## config.mk

```make
export PLATFORM = sky130hd
export DESIGN_NAME = uart_tx_fifo
export DESIGN_NICKNAME = d
export VERILOG_FILES = /design/src/rtl/uart_tx_fifo.sv
export SDC_FILE = /design/constraint.sdc
export NUM_CORES = 1
export LEC_CHECK = 0
export ABC_AREA = 1
export CAP_MARGIN = 40
export CORE_ASPECT_RATIO = 1.2
export CORE_MARGIN = 5
export CORE_UTILIZATION = 55
export CTS_CLUSTER_SIZE = 10
export DETAILED_ROUTE_END_ITERATION = 12
export PLACE_DENSITY = 0.76
export SYNTH_ARGS = -nofsm -noshare
export SYNTH_HDL_FRONTEND = slang
export SYNTH_SLANG_ARGS = --single-unit
```

## constraint.sdc

```tcl
create_clock -name clk -period 3.7 [get_ports clk]
set_input_delay 0.74 -clock clk [delete_from_list [all_inputs] [get_ports clk]]
set_output_delay 0.74 -clock clk [all_outputs]
set_load 0.1 [all_outputs]
```

## src/rtl/uart_tx_fifo.sv

```systemverilog
`default_nettype none
// ============================================================================
// Module      : uart_tx_fifo
// Description : Parametrised UART transmitter fed by a small FIFO. Frames are
//               start bit, DATA_BITS data bits (LSB first), optional parity
//               bit and STOP_BITS stop bits. Queued words go out back-to-back
//               with no idle gap between frames.
//
// Parameters  : CLK_PER_BAUD  clocks per bit period (>=1)
//               DATA_BITS     data bits per frame (5..9)
//               STOP_BITS     stop bits per frame (1 or 2)
//               FIFO_DEPTH    FIFO entries (power of 2, >=2)
//
// Ports       : clk          clock, rising edge
//               rst          asynchronous reset, active low
//               tx_data      word to send
//               tx_valid     producer offers tx_data
//               tx_ready     FIFO not full (accept when valid & ready)
//               parity_mode  0 none, 1 even, 2 odd, 3 none
//               tx           registered serial line, idle high
//               busy         transmitter active or words queued
//               done         one-cycle pulse in the last clock of a frame
//               fifo_level   current FIFO occupancy
//
// Build macro : UART_TX_FIFO_PARITY_EN - when defined, parity_mode is stored
//               with each word and the parity bit is transmitted; when
//               undefined, parity_mode is ignored and no parity bit is sent.
//
// Revision    : 1.0 - initial release
// ============================================================================
module uart_tx_fifo #(
   parameter int CLK_PER_BAUD = 1,
   parameter int DATA_BITS    = 8,
   parameter int STOP_BITS    = 1,
   parameter int FIFO_DEPTH   = 4
) (
   input  logic                                 clk,
   input  logic                                 rst,
   input  logic [DATA_BITS-1:0]                 tx_data,
   input  logic                                 tx_valid,
   output logic                                 tx_ready,
   input  logic [1:0]                           parity_mode,
   output logic                                 tx,
   output logic                                 busy,
   output logic                                 done,
   output logic [$clog2(FIFO_DEPTH+1)-1:0]      fifo_level
);

   localparam int c_lw = $clog2(FIFO_DEPTH + 1);
   localparam int c_pw = $clog2(FIFO_DEPTH);
   localparam int c_bw = (CLK_PER_BAUD > 1) ? $clog2(CLK_PER_BAUD) : 1;
`ifdef UART_TX_FIFO_PARITY_EN
   localparam int c_ew = DATA_BITS + 2;
`else
   localparam int c_ew = DATA_BITS;
`endif

   localparam logic [c_lw-1:0] c_full      = c_lw'(FIFO_DEPTH);
   localparam logic [c_lw-1:0] c_lvl_one   = c_lw'(1);
   localparam logic [c_pw-1:0] c_ptr_one   = c_pw'(1);
   localparam logic [c_bw-1:0] c_baud_last = c_bw'(CLK_PER_BAUD - 1);
   localparam logic [c_bw-1:0] c_baud_one  = c_bw'(1);
   localparam logic [3:0]      c_data_last = 4'(DATA_BITS - 1);
   localparam logic [3:0]      c_stop_last = 4'(STOP_BITS - 1);

   typedef enum logic [2:0] {
      S_IDLE   = 3'd0,
      S_START  = 3'd1,
      S_DATA   = 3'd2,
      S_PARITY = 3'd3,
      S_STOP   = 3'd4
   } state_t;

   // ------------------------------------------------------------------------
   // FIFO storage and pointers
   // ------------------------------------------------------------------------
   logic [c_ew-1:0]      r_mem [FIFO_DEPTH];
   logic [c_pw-1:0]      r_wr_ptr;
   logic [c_pw-1:0]      r_rd_ptr;
   logic [c_lw-1:0]      r_level;

   logic                 w_push;
   logic                 w_pop;
   logic                 w_nonempty;
   logic [c_ew-1:0]      w_push_word;
   logic [c_ew-1:0]      w_head;
   logic [DATA_BITS-1:0] w_head_data;
   logic                 w_head_par_en;
   logic                 w_head_par_bit;

   assign tx_ready   = (r_level != c_full);
   assign w_push     = tx_valid && tx_ready;
   assign w_nonempty = (r_level != '0);
   assign w_head     = r_mem[r_rd_ptr];
   assign w_head_data = w_head[DATA_BITS-1:0];

`ifdef UART_TX_FIFO_PARITY_EN
   logic [1:0] w_head_mode;
   assign w_push_word    = {parity_mode, tx_data};
   assign w_head_mode    = w_head[DATA_BITS +: 2];
   assign w_head_par_en  = (w_head_mode == 2'd1) || (w_head_mode == 2'd2);
   // Even parity is the XOR of the data bits; odd parity inverts it.
   assign w_head_par_bit = (^w_head_data) ^ (w_head_mode == 2'd2);
`else
   logic w_unused_parity;
   assign w_push_word     = tx_data;
   assign w_head_par_en   = 1'b0;
   assign w_head_par_bit  = 1'b0;
   assign w_unused_parity = ^parity_mode;
`endif

   // Storage has no reset: contents are meaningless once the pointers clear.
   always_ff @(posedge clk) begin
      if (w_push) begin
         r_mem[r_wr_ptr] <= w_push_word;
      end
   end

   always_ff @(posedge clk or negedge rst) begin
      if (!rst) begin
         r_wr_ptr <= '0;
         r_rd_ptr <= '0;
         r_level  <= '0;
      end else begin
         if (w_push) begin
            r_wr_ptr <= r_wr_ptr + c_ptr_one;
         end
         if (w_pop) begin
            r_rd_ptr <= r_rd_ptr + c_ptr_one;
         end
         case ({w_push, w_pop})
            2'b10:   r_level <= r_level + c_lvl_one;
            2'b01:   r_level <= r_level - c_lvl_one;
            default: r_level <= r_level;
         endcase
      end
   end

   // ------------------------------------------------------------------------
   // Transmit FSM
   // ------------------------------------------------------------------------
   state_t               r_state;
   logic [c_bw-1:0]      r_baud_cnt;
   logic [3:0]           r_bit_cnt;
   logic [DATA_BITS-1:0] r_shift;
   logic                 r_par_en;
   logic                 r_par_bit;
   logic                 r_tx;
   logic                 r_done;

   logic                 w_bit_end;
   logic                 w_frame_end;

   assign w_bit_end   = (r_baud_cnt == c_baud_last);
   assign w_frame_end = (r_state == S_STOP) && w_bit_end && (r_bit_cnt == c_stop_last);
   // Pop from IDLE, or straight out of the last stop bit for a zero-gap frame.
   assign w_pop       = w_nonempty && ((r_state == S_IDLE) || w_frame_end);

   // tx is registered from the current state, so the line trails the state
   // register by one clock; done is registered alongside it and therefore
   // lines up with the final clock of the last stop bit on the line.
   always_ff @(posedge clk or negedge rst) begin
      if (!rst) begin
         r_state    <= S_IDLE;
         r_baud_cnt <= '0;
         r_bit_cnt  <= '0;
         r_shift    <= '0;
         r_par_en   <= 1'b0;
         r_par_bit  <= 1'b0;
         r_tx       <= 1'b1;
         r_done     <= 1'b0;
      end else begin
         r_done <= 1'b0;
         case (r_state)
            S_IDLE: begin
               r_tx       <= 1'b1;
               r_baud_cnt <= '0;
               if (w_pop) begin
                  r_shift   <= w_head_data;
                  r_par_en  <= w_head_par_en;
                  r_par_bit <= w_head_par_bit;
                  r_bit_cnt <= '0;
                  r_state   <= S_START;
               end
            end

            S_START: begin
               r_tx <= 1'b0;
               if (w_bit_end) begin
                  r_baud_cnt <= '0;
                  r_state    <= S_DATA;
               end else begin
                  r_baud_cnt <= r_baud_cnt + c_baud_one;
               end
            end

            S_DATA: begin
               r_tx <= r_shift[0];
               if (w_bit_end) begin
                  r_baud_cnt <= '0;
                  r_shift    <= r_shift >> 1;
                  if (r_bit_cnt == c_data_last) begin
                     r_bit_cnt <= '0;
                     r_state   <= r_par_en ? S_PARITY : S_STOP;
                  end else begin
                     r_bit_cnt <= r_bit_cnt + 4'd1;
                  end
               end else begin
                  r_baud_cnt <= r_baud_cnt + c_baud_one;
               end
            end

            S_PARITY: begin
               r_tx <= r_par_bit;
               if (w_bit_end) begin
                  r_baud_cnt <= '0;
                  r_state    <= S_STOP;
               end else begin
                  r_baud_cnt <= r_baud_cnt + c_baud_one;
               end
            end

            S_STOP: begin
               r_tx <= 1'b1;
               if (w_bit_end) begin
                  r_baud_cnt <= '0;
                  if (r_bit_cnt == c_stop_last) begin
                     r_bit_cnt <= '0;
                     r_done    <= 1'b1;
                     if (w_pop) begin
                        r_shift   <= w_head_data;
                        r_par_en  <= w_head_par_en;
                        r_par_bit <= w_head_par_bit;
                        r_state   <= S_START;
                     end else begin
                        r_state <= S_IDLE;
                     end
                  end else begin
                     r_bit_cnt <= r_bit_cnt + 4'd1;
                  end
               end else begin
                  r_baud_cnt <= r_baud_cnt + c_baud_one;
               end
            end

            default: begin
               r_tx       <= 1'b1;
               r_baud_cnt <= '0;
               r_bit_cnt  <= '0;
               r_state    <= S_IDLE;
            end
         endcase
      end
   end

   assign tx         = r_tx;
   assign done       = r_done;
   assign fifo_level = r_level;
   // r_done keeps busy high through the final line clock, so busy falls on
   // the edge after done when nothing is queued.
   assign busy       = (r_state != S_IDLE) || w_nonempty || r_done;

endmodule
`default_nettype wire

```

### Word-level counts from Yosys, hierarchy flattened

Memories as Yosys holds them, arrays and structs flattened.
Index checks and enable logic that the tools add are counted.

* memory bits (writable): 32
* register bits after elaboration: 27
* memories kept: 1
* output and inout port bits: 7
* input bits: 13

* bitwise operators: 2
* reductions and logical operators: 20
* equality and inequality tests: 15
* $add $sub $neg: 6
* mux-type cells: 38

Memories
* r_mem: words 4, width 8, read ports 1, clocked after memory_dff 0, write ports 1, line 77 `logic [c_ew-1:0] r_mem [FIFO_DEPTH];`

Operators by type and width (count)
* $mux W8: 4
* $mux W3: 8
* $pmux W8 S3: 1
* $mux W4: 5
* $pmux W4 S4: 1
* $pmux W3 S5: 1
* $mux W1: 14
* $ne A2 B2 Y1 const B: 6
* $reduce_bool A3 Y1: 3
* $reduce_and A4 Y1: 2
* $reduce_and A7 Y1: 1
* $eq A3 B2 Y1 const B: 2
* $pmux W3 S2: 1
* $add A2 B1 Y2 const B: 2
* $add A4 B1 Y4 const B: 1
* $eq A4 B3 Y1 const B: 1
* $logic_and A1 B1 Y1: 4
* $logic_not A4 Y1: 1
* $pmux W1 S2: 2
* $reduce_bool A2 Y1: 2
* $reduce_or A4 Y1: 1
* $add A3 B1 Y3 const B: 1
* $eq A3 B1 Y1 const B: 1
* $eq A3 B3 Y1 const B: 1
* other kinds (12): 15

### Logic depth before layout (Yosys ltp)

Gate-level depths: netlist (run 1).

* depth after elaboration: 9
* gate-level depth with buffers: 11
* depth with buffers taken out: 11

### Least setup slack after synthesis (run 1)

Ideal clock, no wire load.

* path type: register -> register
* start: register r_level[0], in the netlist fifo_level[0]
* end: register r_level[2], in the netlist fifo_level[2]
* setup time: 159 ps
* arrival: 3303 ps
* path slack: 238 ps
* stages on the path, launching flop included: 9
* path through: dfrtp_1 -> inv_1 -> nand3_1 -> nand2_1 -> ha_1 -> fa_1 -> a21oi_1 -> o21ai_0 -> xnor2_1

* cells in the longest elaborated chain, start to end: 4

RTL lines
* from (decl): line 80 `logic [c_lw-1:0] r_level;`
* from (signal assigned): line 132 `2'b10: r_level <= r_level + c_lvl_one;`
* from (signal assigned): line 133 `2'b01: r_level <= r_level - c_lvl_one;`
* from (signal assigned): line 134 `default: r_level <= r_level;`
* $ne A3 B3 Y1 *: line 91 `assign tx_ready = (r_level != c_full);`
* via tx_ready: line 41 `output logic tx_ready,`
* $logic_and A1 B1 Y1 *: line 92 `assign w_push = tx_valid && tx_ready;`
* $eq A2 B1 Y1 or $eq A2 B2 Y1 (tied branches): line 131 `case ({w_push, w_pop})`
* $pmux W3 S2 or $reduce_bool A2 Y1 (tied branches)

Mark *: on every way through the listed nets, which the timed path passes. The rest lies on a longest branch.
A chain may end at the register's enable or synchronous reset.

### Worst setup path after layout (run 1)

* start: register r_bit_cnt[0]
* end: register r_level[2], in the netlist fifo_level[2]

* cells in the longest elaborated chain, start to end: 6

RTL lines
* from (decl): line 144 `logic [3:0] r_bit_cnt;`
* from (signal assigned): line 206 `r_bit_cnt <= r_bit_cnt + 4'd1;`
* from (signal assigned): line 239 `r_bit_cnt <= r_bit_cnt + 4'd1;`
* $logic_not A4 Y1 *: line 155 `assign w_frame_end = (r_state == S_STOP) && w_bit_end && (r_bit_cnt == c_stop_last);`
* $logic_and A1 B1 Y1 *: line 155
* $logic_or A1 B1 Y1 *: line 157 `assign w_pop = w_nonempty && ((r_state == S_IDLE) || w_frame_end);`
* $logic_and A1 B1 Y1 *: line 157
* $eq A2 B1 Y1 or $eq A2 B2 Y1 (tied branches): line 131
* $pmux W3 S2 or $reduce_bool A2 Y1 (tied branches)

Every way passes the cells marked *; elsewhere a longest branch is shown, timed or not.

==> reports/qor.csv, run 1 <==
metric;value;unit
post-route cell area;0.002928;sq mm
element type at the critical path end;flip-flop;
DRT Pass-1 Iters;4;
cell breakdown of the critical path;inv_1 > ha_1 > nand2_1 > a21oi_2 > nand2_2 > inv_1 > ha_1 > fa_1 > a21oi_1 > o21ai_0 > xnor2_1;
Slew @ Worst Pin;776.8;ps
combinational power share;0.480;
Fmax;411.3;MHz
Sink Count;56;
WHS;510.4;ps
Worst Path Buf+Inv;2;
RR Endpoint;fifo_level[2];
number of setup buffers added after CTS;0;
Net Count, Synth;272;
Net count, final;297;
initial antenna violation count;0;
gp weighted congestion;0.7997;
sequential share of power;0.396;
largest delay contributor family on the critical path;adder cells;
Hold Crit Start;r_shift[2];
min cycle time layout;2431;ps
wire per inst;12.71;um
commonest non-fill, non-tap cell in the layout;nand2_1;
die height;84.77;um
Data arrival, critical path;2620;ps
DR DRC count;0;
row cnt;27;
via count;1698;
Setup Skew;7.192;ps
cell depth of the worst flop-to-flop path;11;
CTS H-tree depth;2;
Clock transition at path regs;100;ps
Chip Width;72.31;um
Max rail drop VDD;373.4;uV
largest net degree at the start of global routing;20;
CP Launch Type;flip-flop;
core area;0.004561;sq mm
Pwr Density;876.1;mW/mm^2
Critical-path top delay cell;dfrtp_1;
post_cts resized;0;
Layout fillers;364;
RSZ-0062 raised after global routing;false;
setup TNS;0;ps
R2R Setup Slk;1270;ps
Remaining Overflow, GRT;0;
die area;0.006130;sq mm
share of cells above drive strength 1;0.1047;
Cells after Synth;251;
final setup vio count;0;
ys flop type;edfxtp_1;
P_sw;1140;uW
area grow syn2layout;14.26;%
CP Max Fanout;14;
most frequent cells in the layout;83 x nand2_1, 33 x nand3_1, 32 x edfxtp_1;
Hold Path Sink;r_shift[2];
clock power share;0.124;
cell internal pwr;1425;uW
CTS tree;done;
placed cell area;0.002844;sq mm
# hold bufs at CTS;0;
final core occ;0.6420;
slowest stage delay, CP;420;ps
I/O Pins;20;
register area share after synthesis;0.6099;
number of distinct library cells after synthesis;31;
max-slew violations;0;
outcome;finished clean;
Crit Path Class;flip-flop to flip-flop;
Tot GR Track Use;0.1542;
area of the multi-input gates;852.1;sq um
root buf cell;clkbuf_8;
Final period util;0.6571;
Inst Count DP;327;
DR iter-0 viols;77;
Async SR Flop Fraction;0.4286;
Hold Crit Class;flip-flop to flip-flop;
Sw Share;0.4446;
max-cap viol count;0;
number of global-route vias before repair;1557;
CTS buffer count;5;
antenna-violating nets left;0;
Yosys reg bits;56;
Leak;0.001305;uW
Post-DP HPWL;2.960;mm
Hold Crit Depth;2;
Register Area;0.001563;sq mm
Post-Syn Area per Cell;10.21;sq um
WL final;4.259;mm
EDFF count, synth;32;
Layout Cells excl Fill;335;
first-pass GRT wire length;7.348;mm
cell area after synthesis;0.002562;sq mm
Critical Path RT;3890;ps
Avg Vias per Cell;5.069;
Ys Warns;0;
Slew HR;0.4802;
# diodes;0;
I/O Buffers;17;
Final Hold Fails;0;
Bufs on Longest Clock Path;2;
Initial Util;0.5619;
Worst R2R Start;r_bit_cnt[0];
worst-skew pair later-pin latency;310;ps
[synthesized netlist by cell type (2+ instances only)]
| library cell | n | area, sq um |
|---|---|---|
| a21oi_1 | 4 | 20.02 |
| o21ai_0 | 6 | 30.03 |
| xor2_1 | 3 | 26.28 |
| nand2_1 | 83 | 311.6 |
| nor2_1 | 11 | 41.29 |
| xnor2_1 | 3 | 26.28 |
| buf_4 | 2 | 15.01 |
| nand3_2 | 2 | 20.02 |
| inv_1 | 22 | 82.58 |
| ha_1 | 7 | 87.58 |
| dfrtp_1 | 23 | 575.6 |
| edfxtp_1 | 32 | 960.9 |
| nand3_1 | 33 | 165.2 |
| inv_2 | 3 | 11.26 |
[sequential cells by signal, summed over array words and instances (netlist names)]
signal      count
r_mem          32
r_shift         8
r_bit_cnt       4
fifo_level      3
r_state         3
r_rd_ptr        2
r_wr_ptr        2
done            1
tx              1
[how the worst max path moves through the flow]
stage,from,end,depth (start not counted)
floorplan,fifo_level[0],fifo_level[2],8
global placement,tx_valid,fifo_level[2],7
detailed placement,tx_valid,fifo_level[2],7
CTS,r_bit_cnt[0],fifo_level[2],11
global route,r_bit_cnt[0],fifo_level[2],11
finish,r_bit_cnt[0],fifo_level[2],11
[per-stage QoR]
stage          power [uW]  setup slack (ps)
2_1_floorplan        1965             238.4
3_3_place_gp         2152              1163
3_5_place_dp         2271              1075
4_1_cts              2592              1273
5_1_grt              2777              1063
6_report             2565              1269
[worst min-delay path, delay by kind of cell (launching register included)]
family           cells  cell delay [ps]
AND/OR/NAND/NOR      2              130
flip-flops           1              350
[area by class of cell]
type	instances	area share
well taps	58	0.02479
repair buffers	24	0.08974
clock inverters	2	0.003846
inverters	25	0.03205
clock buffers	6	0.02479
multi-input cells	164	0.2910
flip-flops and latches	56	0.5338
[cell families after synthesis]
| family | count (synthesis) | synth area share |
|---|---|---|
| DFF | 56 | 0.6099 |
| buffers and inverters | 31 | 0.05761 |
| adders and majority gates | 8 | 0.04199 |
| AOI/OAI and AO/OA | 14 | 0.03174 |
| xor gates and xnor gates | 6 | 0.02051 |
| and+or+nand+nor | 136 | 0.2383 |
[power by group through the flow]
stage	Sequential [uW]	Combinational, uW	Clock, uW
final	1010	1230	319
after global routing	1040	1380	351
after CTS	1020	1250	331
after detailed placement	1030	1240	0
after global placement	1020	1130	0
after floorplan	1150	819	0
[routing by layer]
metal  vias to the layer above  track usage  part of all wire
met5                         -            0                 0
met4                         0      0.04103             0.011
met3                         8      0.03713             0.037
met2                        23       0.2552              0.51
met1                       795       0.2014              0.44
li1                        872            -                 -
Note: power is estimated with default switching activity, not from simulation.
==> run 2, diff against run 1 <==
--- a/config.mk
+++ b/config.mk
@@ -9,10 +9,10 @@
 export CAP_MARGIN = 40
 export CORE_ASPECT_RATIO = 1.2
 export CORE_MARGIN = 5
-export CORE_UTILIZATION = 55
+export CORE_UTILIZATION = 52
 export CTS_CLUSTER_SIZE = 10
 export DETAILED_ROUTE_END_ITERATION = 12
-export PLACE_DENSITY = 0.76
+export PLACE_DENSITY = 0.75
 export SYNTH_ARGS = -nofsm -noshare
 export SYNTH_HDL_FRONTEND = slang
 export SYNTH_SLANG_ARGS = --single-unit
==> constraint.sdc (replaced) <==
create_clock -name clk -period 2.05 [get_ports clk]
set_input_delay 0.41 -clock clk [delete_from_list [all_inputs] [get_ports clk]]
set_output_delay 0.41 -clock clk [all_outputs]
set_load 0.1 [all_outputs]
==> reports/qor.csv, run 2 (synthesis gave the netlist of run 1 again) <==
metric;value;unit
worst-skew pair later-pin latency;310;ps
number of global-route vias before repair;1641;
element type at the critical path end;output port;
RSZ-0062 raised after global routing;false;
first-pass GRT wire length;7.258;mm
outcome;finished clean;
largest registers;r_mem: 32 flops, r_shift: 8 flops, r_bit_cnt: 4 flops;
CTS H-tree depth;2;
fin worst setup slack;114.7;ps
P_sw;2163;uW
Chip Width;74.08;um
cell internal pwr;2821;uW
Post-DP HPWL;3.082;mm
final setup vio count;0;
sequential share of power;0.366;
DR iter-0 viols;75;
WHS;454.5;ps
placed cell area;0.002893;sq mm
Sink Count;56;
Worst R2R Start;r_bit_cnt[0];
Remaining Overflow, GRT;0;
Sw Share;0.4340;
CTS buffer count;5;
Fmax;516.7;MHz
Clock transition at path regs;90;ps
most frequent cells in the layout;80 x nand2_1, 32 x nand3_1, 32 x edfxtp_1;
# diodes;0;
Setup Skew;5.256;ps
gp weighted congestion;0.7294;
CTS tree;done;
Data arrival, critical path;1530;ps
DR WL met3;160;um
I/O Pins;20;
via count;1733;
post-place setup slack;80.41;ps
Tot GR Track Use;0.1492;
die area;0.006437;sq mm
clock power share;0.141;
post-route cell area;0.003055;sq mm
CP Max Fanout;3;
area grow syn2layout;19.24;%
Final period util;0.9440;
Avg Vias per Cell;5.052;
# hold bufs at CTS;0;
Final Power;4984;uW
Top reg by flops;r_mem;
I/O Buffers;17;
crit path from;fifo_level[2];
Pwr Density;1631;mW/mm^2
Hold Crit Class;primary input to async pin;
Critical Path RT;1640;ps
antenna-violating nets left;0;
Layout fillers;380;
WL final;4.337;mm
Slew HR;0.6822;
final core occ;0.6274;
met2 wire length;2.234;mm
wire per inst;12.64;um
crit path capture;busy;
Leak;0.001360;uW
DRT Pass-1 Iters;5;
max-cap viol count;0;
cell depth of the worst flop-to-flop path;11;
Max rail drop VDD;688.7;uV
R2R Setup Slk;140;ps
Largest register FFs;32;
max-slew violations;0;
RR Endpoint;fifo_level[2];
Initial Util;0.5262;
combinational power share;0.493;
Bufs on Longest Clock Path;2;
min cycle time layout;1935;ps
largest net degree at the start of global routing;25;
Final Hold Fails;0;
area of the multi-input gates;910.9;sq um
Slew @ Worst Pin;471.8;ps
Crit Path Class;flip-flop to output port;
initial antenna violation count;0;
Register Area;0.001574;sq mm
Net count, final;303;
commonest non-fill, non-tap cell in the layout;nand2_1;
root buf cell;clkbuf_8;
row cnt;28;
CP Launch Type;flip-flop;
Met1 Wirelength;1.857;mm
die height;86.90;um
Top Metal Used;met4;
share of cells above drive strength 1;0.2014;
DR DRC count;0;
core area;0.004870;sq mm
==> run 2: timing repair <==
action / in CTS / in global routing
pin swaps: 0 / 1
resized for setup: 1 / 5
buffers inserted: 0 / 5
setup endpoints to repair: 1 / 2
endpoints found under the hold margin: 0 / 0
==> run 2: layout make-up <==
type                    count  share of cell area
clock inverters             3             0.01392
repair buffers             30             0.09419
well taps                  60             0.02457
multi-input cells         164              0.2981
flip-flops and latches     56              0.5152
inverters                  25             0.03153
clock buffers               5             0.02252
==> run 2: critical path: stages (launching register included) <==
cell	delay [ps]
dfrtp_4	500
nor3_4	200
nand2_1	100
or2_4	250
buf_12	160
==> run 2: how the worst min path moves through the flow <==
stage | start | depth (start not counted) | slack, ps | to
4_1_cts | rst | 2 | 470 | r_wr_ptr[0]
3_3_place_gp | r_shift[7] | 2 | 490 | r_shift[7]
2_1_floorplan | rst | 0 | 110 | done
5_1_grt | rst | 2 | 490 | r_wr_ptr[0]
6_report | rst | 2 | 450 | fifo_level[0]
3_5_place_dp | r_shift[1] | 2 | 500 | r_shift[1]
==> run 2: routing by layer <==
metal	global-route usage	up-vias
met3	0.03464	8
met5	0	-
met2	0.2565	32
met4	0.05766	0
li1	-	878
met1	0.1792	815
==> run 2: power by group through the flow <==
stage	clock (uW)	combinational (uW)	sequential [uW]
after floorplan	0	1560	2110
after CTS	726	2370	1850
final	704	2460	1820
after detailed placement	0	2350	1850
after global routing	764	2720	1860
after global placement	0	2260	1840
==> run 2: per-stage QoR <==
| step | TNS (ps) | cells |
|---|---|---|
| finish | 0 | 343 |
| global route | 0 | 343 |
| CTS | 0 | 338 |
| detailed placement | 0 | 330 |
| global placement | 0 | 330 |
| floorplan | -32.04 | 251 |
==> run 3, diff against run 2 <==
--- a/config.mk
+++ b/config.mk
@@ -9,10 +9,12 @@
 export CAP_MARGIN = 40
 export CORE_ASPECT_RATIO = 1.2
 export CORE_MARGIN = 5
-export CORE_UTILIZATION = 52
+export CORE_UTILIZATION = 55
 export CTS_CLUSTER_SIZE = 10
 export DETAILED_ROUTE_END_ITERATION = 12
-export PLACE_DENSITY = 0.75
+export PLACE_DENSITY = 0.76
+export SKIP_LAST_GASP = 1
+export SLEW_MARGIN = 20
 export SYNTH_ARGS = -nofsm -noshare
 export SYNTH_HDL_FRONTEND = slang
 export SYNTH_SLANG_ARGS = --single-unit
==> constraint.sdc (replaced) <==
create_clock -name clk -period 2.12 [get_ports clk]
set_input_delay 0.424 -clock clk [delete_from_list [all_inputs] [get_ports clk]]
set_output_delay 0.424 -clock clk [all_outputs]
set_load 0.1 [all_outputs]
==> reports/qor.csv, run 3 (synthesis gave the netlist of run 1 again) <==
metric;value;unit
Initial Util;0.5619;
# diodes;0;
element type at the critical path end;output port;
core area;0.004561;sq mm
CP Max Fanout;4;
Setup Skew;4.795;ps
gp weighted congestion;0.7751;
Bufs on Longest Clock Path;2;
via count;1745;
Net count, final;304;
I/O Pins;20;
Remaining Overflow, GRT;0;
DR DRC count;0;
Final Power;4916;uW
Fmax;486.7;MHz
Max rail drop VDD;704.7;uV
Slew @ Worst Pin;448.5;ps
Largest register FFs;32;
Top reg by flops;r_mem;
min cycle time layout;2055;ps
Layout Cells excl Fill;342;
Data arrival, critical path;1630;ps
initial antenna violation count;0;
CTS buffer count;5;
Pwr Density;1601;mW/mm^2
largest registers;r_mem: 32 flops, r_shift: 8 flops, r_bit_cnt: 4 flops;
CP Launch Type;flip-flop;
worst-skew pair later-pin latency;310;ps
largest net degree at the start of global routing;25;
max-slew violations;0;
DRT Pass-1 Iters;4;
Crit Path Class;flip-flop to output port;
Tot GR Track Use;0.1642;
post-place setup slack;65.02;ps
wire per inst;13.07;um
setup TNS;0;ps
Hold Crit Class;primary input to async pin;
area grow syn2layout;19.82;%
antenna-violating nets left;0;
post-route cell area;0.003070;sq mm
Layout fillers;371;
root buf cell;clkbuf_8;
Leak;0.001374;uW
max-cap viol count;0;
die height;84.77;um
row cnt;27;
DR iter-0 viols;110;
share of cells above drive strength 1;0.1972;
I/O Buffers;17;
Avg Vias per Cell;5.102;
CTS H-tree depth;2;
placed cell area;0.002875;sq mm
Final period util;0.9691;
commonest non-fill, non-tap cell in the layout;nand2_1;
most frequent cells in the layout;82 x nand2_1, 32 x nand3_1, 32 x edfxtp_1;
Post-DP HPWL;2.898;mm
number of global-route vias before repair;1688;
first-pass GRT wire length;7.783;mm
die area;0.006130;sq mm
R2R Setup Slk;200;ps
Chip Width;72.31;um
Clock transition at path regs;100;ps
Sink Count;56;
Final Hold Fails;0;
WL final;4.470;mm
Critical Path RT;1700;ps
final setup vio count;0;
Slew HR;0.7010;
CTS tree;done;
fin worst setup slack;65.49;ps
Inst Count DP;328;
outcome;finished clean;
# hold bufs at CTS;0;
run 3: cell count changes in the layout (fill, tap and decap cells not counted):
cell	change
buf_4	+2
clkinvlp_4	-1
inv_1	+1
bufinv_16	+1
a21oi_2	+1
nand2_2	-2
buf_12	-1
a21oi_1	-1
nand2_1	+2
clkinv_2	-1
or2_4	-1
or2_2	+1
inv_6	+1
inv_2	-1
run 3: stage by stage:
step | hold WS, ps | utilization
after floorplan | 128.4 | -
after global placement | 489.8 | 0.6305
after detailed placement | 494.0 | 0.6305
after CTS | 485.9 | 0.6606
after global routing | 492.6 | 0.6733
final | 479.3 | 0.6733
run 3: final timing paths:
kind,endpoint,cells past startpoint,start
worst max register to register,fifo_level[2],11,r_bit_cnt[0]
max in group asynchronous,tx,2,rst
min in group clk,r_shift[2],2,r_shift[2]
worst max-delay path,busy,4,fifo_level[2]
worst min-delay path,r_bit_cnt[1],2,rst
worst min register to register,r_shift[2],2,r_shift[2]
run 3: routing by layer:
metal,global-route usage,vias up,part of all wire
met1,0.2096,833,0.41
met5,0,-,0
li1,-,885,-
met3,0.03593,6,0.036
met2,0.2767,21,0.54
met4,0.04957,0,0.013
run 3: final cells by class:
cell class,count,area (sq um),area share
Timing Repair Buffer,31,282.8,0.09209
Tap cell,58,72.57,0.02363
Clock buffer,5,68.82,0.02241
Sequential cell,56,1574,0.5126
Clock inverter,3,68.82,0.02241
Inverter,25,96.34,0.03138
Multi-Input combinational cell,164,907.1,0.2954
run 3: repair_timing:
item	CTS	global route
endpoints found under the setup margin	0	2
setup buffers	0	6
gates resized for setup	0	4
run 3: worst max-delay path: stages (launching register included):
cell and delay, ps:
dfrtp_4 530, nor3_4 200, nand2_1 110, or2_2 310, buf_12 170
run 3: where the power goes:
part           internal (uW)  leakage (uW)  total [uW]  switching, uW
logic                    821      0.000717        2340           1510
registers               1530      0.000588        1770            238
clock network            475     0.0000687         814            339
total                   2820       0.00137        4920           2090
